==> src/rtl/shared_reg_arbiter.sv <==
// shared_reg_arbiter: round-robin arbitrated shared register with lockable ownership (optional q_par via SHARED_REG_PARITY_EN)
module shared_reg_arbiter #(
  parameter int WIDTH = 8
) (
  input  logic               clk,
  input  logic               rst,
  input  logic [3:0]         req,
  input  logic [3:0]         lock,
  input  logic [4*WIDTH-1:0] din,
  output logic [3:0]         gnt,
  output logic [WIDTH-1:0]   q,
  output logic [1:0]         q_owner,
  output logic               q_upd
`ifdef SHARED_REG_PARITY_EN
  ,
  output logic               q_par
`endif
);
  typedef enum logic {IDLE, OWNED} state_t;
  state_t state_q, state_d;
  logic [1:0] ptr_q, ptr_d, win, idx, wsel;
  logic hit, wr;
  logic [WIDTH-1:0] data_q, data_d;
  logic [1:0] owner_q, owner_d;
  logic [3:0] gnt_q, gnt_d;
  logic upd_q;
  // round-robin pick: lowest offset from ptr with req set
  always_comb begin
    win = ptr_q;
    hit = 1'b0;
    idx = ptr_q;
    for (int k = 3; k >= 0; k--) begin
      idx = ptr_q + 2'(k);
      if (req[idx]) begin
        win = idx;
        hit = 1'b1;
      end
    end
  end
  // ownership FSM; in OWNED owner_q doubles as the lock holder
  always_comb begin
    state_d = state_q;
    ptr_d = ptr_q;
    wr = 1'b0;
    wsel = win;
    if (state_q == IDLE) begin
      if (hit) begin
        wr = 1'b1;
        ptr_d = win + 2'd1;
        state_d = lock[win] ? OWNED : IDLE;
      end
    end else if (req[owner_q]) begin
      wr = 1'b1;
      wsel = owner_q;
    end else begin
      state_d = IDLE;
      ptr_d = owner_q + 2'd1;
    end
  end
  // datapath next-state for the accepted write
  always_comb begin
    data_d = wr ? din[wsel*WIDTH +: WIDTH] : data_q;
    owner_d = wr ? wsel : owner_q;
    gnt_d = wr ? 4'b0001 << wsel : 4'b0000;
  end
  // state registers with synchronous reset
  always_ff @(posedge clk) begin
    if (rst) begin
      state_q <= IDLE;
      ptr_q <= '0;
      data_q <= '0;
      owner_q <= '0;
      gnt_q <= '0;
      upd_q <= 1'b0;
    end else begin
      state_q <= state_d;
      ptr_q <= ptr_d;
      data_q <= data_d;
      owner_q <= owner_d;
      gnt_q <= gnt_d;
      upd_q <= wr;
    end
  end
`ifdef SHARED_REG_PARITY_EN
  logic par_q;
  // parity tracks q, updated in the same edge
  always_ff @(posedge clk) begin
    if (rst) par_q <= 1'b0;
    else par_q <= ^data_d;
  end
  assign q_par = par_q;
`endif
  assign gnt = gnt_q;
  assign q = data_q;
  assign q_owner = owner_q;
  assign q_upd = upd_q;
endmodule
==> config.mk <==
export PLATFORM = sky130hd
export DESIGN_NAME = shared_reg_arbiter
export DESIGN_NICKNAME = d
export VERILOG_FILES = /design/src/rtl/shared_reg_arbiter.sv
export SDC_FILE = /design/constraint.sdc
export NUM_CORES = 1
export LEC_CHECK = 0
export BUFFER_PORTS_ARGS = -buffer_cell sky130_fd_sc_hd__buf_4
export CAP_MARGIN = 30
export CELL_PAD_IN_SITES_DETAIL_PLACEMENT = 1
export CELL_PAD_IN_SITES_GLOBAL_PLACEMENT = 2
export CORE_UTILIZATION = 24
export DETAILED_ROUTE_END_ITERATION = 7
export HOLD_SLACK_MARGIN = 0.02
export PLACE_DENSITY = 0.9
export SLEW_MARGIN = 20
export SYNTH_ARGS = -nofsm -noshare
export SYNTH_HDL_FRONTEND = slang
export SYNTH_SLANG_ARGS = --single-unit
==> constraint.sdc <==
create_clock -name clk -period 2.2 [get_ports clk]
set_input_delay 0.33 -clock clk [delete_from_list [all_inputs] [get_ports clk]]
set_output_delay 0.33 -clock clk [all_outputs]
set_load 0.005 [all_outputs]
==> metrics.txt <==
end point of the worst hold path q_owner[1]; post-synthesis cell area between 0.001 and 0.0015 mm²; Ys Warns 0; part of the power in registers a little under a third; Worst Setup End Kind register; clock slew at reported path FFs approximately 70 ps; final WL between 3000 and 4000 µm; Die Wd 67.98 µm; worst-case reg-to-reg path depth 6; Final Hold Fails 0; Worst Path Required about 2300 ps; Routed Antenna Nets 0; GRT overflow 0; reg2reg end q[5]; Least-Margin Pin Slew roughly 610 ps; Final Worst Setup Slack 94.34 ps; RSZ-0062 raised after global routing no; Synth Area in Adders 0%; combinational share of power approximately 56%; largest net degree at the start of global routing 22; CTS buffer count 3; utilization after layout between 30% and 40%; dpl ws 80.60 ps; Seq. cell area 360.3 µm²; switching share of power between 30% and 40%; Compound-Gate Fraction of Synth Area 30.06%; IO buf count 56; gpl congestion approximately 0.77; Critical Path Fanout Max 21; vias per cell around 5.3; Rel. slew slack between 50 and 60%; main combinational cell family by area after synthesis compound AO/OA/AOI/OAI gates; setup violators final 0; largest buffer count on any clock path 2; P_leak 0.7129 nW; Psw slightly above 700 µW; Synth Flop Type dfxtp_1; # fillers just under 500; r2r setup slk ~94 ps; first-pass GRT wire length 5685 µm; kind of critical path reg2reg; Post-Route Setup TNS 0 ps; Synth cell types 34; initial antenna violation count 0; syn_area_per_cell 8.930 µm²; vias roughly 1200; area growth from synthesis to layout 52.10%; area of the multi-input gates slightly above 600 µm²; residual DRC count 0; Pwr Density about 1100 mW/mm²; clock share of power 14.4%; Post-Synthesis Cells 117; clock tree sinks 18; clock root buffer master clkbuf_8; Cell Int Power roughly 1.1 mW; hold slack between 300 and 400 ps; Seq/Total Area, Yosys 34.49%; die area approximately 0.0046 mm²; Final Skew ~1.9 ps; Final period util between 90 and 100%; number of synthesized flops with an enable pin 0; worst path cell trace mux2i_2 -> o22ai_2 -> inv_2 -> mux2_4 -> a221oi_1 -> o31ai_1; final HPWL from detailed placement around 3000 µm; Total GRT Usage between 15 and 20%; Peak Freq around 470 MHz; placed insts 222; Skew-Pair Late Insertion Delay between 200 and 250 ps; HP Class in2reg; Max Slew Vio Count 0; CTS HTree Levels 1; Std-Cell Rows 23; starting density of the core between 20% and 30%; XOR/XNOR Fraction of Synth Area 0%; CTS tree done; Initial DRC Count 15; Core Region 0.004086 mm²; IO Count 57; Slowest cell on crit path dfxtp_1; min cycle time layout ~2100 ps; vias in the first global route 1212; share of cells above drive strength 1 between 40% and 50%; status finished clean; critical path's largest stage delay approximately 480 ps; Post-CTS Setup Inserts 0; hold path cells 2; Synthesized Nets between 150 and 200; mux contribution to synthesized area between 10 and 15%; routed len/inst roughly 16 µm; synthesized flop and latch total 18; Simple-Gate Fraction of Synth Area 17.49%; layout net count around 220; non-filler instance count after layout between 200 and 250; die height approximately 70 µm; HP Start rst; asr flop ratio synth 0%; Initial DRT Pass Iterations 4; Max rail drop VDD ~0.36 mV; number of diodes 0; CP Data Arrival Time roughly 2200 ps; Max-cap violations 0; Setup crit start kind register; reg2reg start q_owner[0]
power by group through the flow:
stage          Sequential (mW)  Combinational [mW]  Clock (mW)
5_1_grt                  0.559                1.11       0.290
3_5_place_dp             0.550               0.994           0
2_1_floorplan            0.531               0.607           0
4_1_cts                  0.543                1.00       0.270
6_report                 0.545                1.01       0.261
3_3_place_gp             0.541               0.961           0
final cells by class:
cell class	instances	share of cell area, %
inverters	6	1.417
repair buffers	62	29.29
multi-input cells	86	39.21
flip-flops and latches	18	22.68
clock buffers	4	3.465
well taps	50	3.937
layer usage:
| metal | global-route usage, % | vias to the layer above | routed length (µm) |
|---|---|---|---|
| met4 | 4.167 | 0 | 31 |
| met3 | 2.000 | 4 | 248 |
| li1 | - | 572 | - |
| met1 | 18.56 | 567 | 1570 |
| met2 | 31.99 | 47 | 1874 |
| met5 | 0 | - | 0 |
cells in the mapped netlist (all sizes together) (2+ instances only):
cell type	n	area, µm²
dfxtp	18	360.4
nor3	4	20.02
nand2	10	37.54
clkbuf	2	7.510
buf	5	43.79
a221oi	17	148.9
mux2	2	26.27
nor4	3	18.77
and3	2	12.51
nor2	10	37.54
nand2b	3	18.77
or2	2	12.52
a21oi	5	25.02
mux2i	8	87.59
o31ai	7	52.55
inv	6	22.52
how the worst max path moves through the flow:
stage               startpoint  endpoint  slack, ps
floorplan           q_owner[0]      q[1]        340
global placement        req[3]    gnt[1]        170
detailed placement      req[3]    gnt[3]         80
CTS                 q_owner[0]      q[5]         60
global route        q_owner[0]      q[3]          6
finish              q_owner[0]      q[5]         90
stage by stage:
| step | instance area (µm²) | total power [mW] |
|---|---|---|
| 2_1_floorplan | 1045 | 1.138 |
| 3_3_place_gp | 1521 | 1.502 |
| 3_5_place_dp | 1521 | 1.545 |
| 4_1_cts | 1577 | 1.814 |
| 5_1_grt | 1589 | 1.956 |
| 6_report | 1589 | 1.812 |
critical path, delay by kind of cell (launching register included):
family | cells | cell delay [ps]
AOI/OAI and AO/OA | 3 | 660
DFF | 1 | 480
muxes | 2 | 710
buffers and inverters | 1 | 130
cells by family after synthesis:
kind of cell	count (synthesis)
compound gates	38
simple gates	38
flops	18
buf+inv	13
mux	10
registers in the layout, summed over array words and instances, names as in the netlist:
register and flops:
gnt 4, q_upd 1, ptr_q 2, state_q 1
q_owner 2, q 8
cell usage in the layout, fill, tap and decap left out, types with 2 or more instances in the layout:
cell | synthesis | layout
mux2i_2 | 2 | 4
nand2b_1 | 3 | 3
clkbuf_8 | 0 | 4
o31ai_1 | 7 | 6
a21oi_1 | 5 | 5
and3_1 | 2 | 2
nor2_1 | 10 | 10
a221oi_1 | 17 | 17
buf_4 | 0 | 62
nor4_1 | 3 | 3
inv_2 | 2 | 2
nor3_1 | 4 | 4
dfxtp_1 | 18 | 18
inv_1 | 4 | 4
mux2i_1 | 6 | 4
nand2_1 | 10 | 10
repair_timing:
action	4_1_cts	5_1_grt
setup endpoints to repair	0	5
hold buffers	0	0
endpoints found under the hold margin	0	0
resized for setup	0	3
Note: power is estimated with default switching activity, not from simulation.
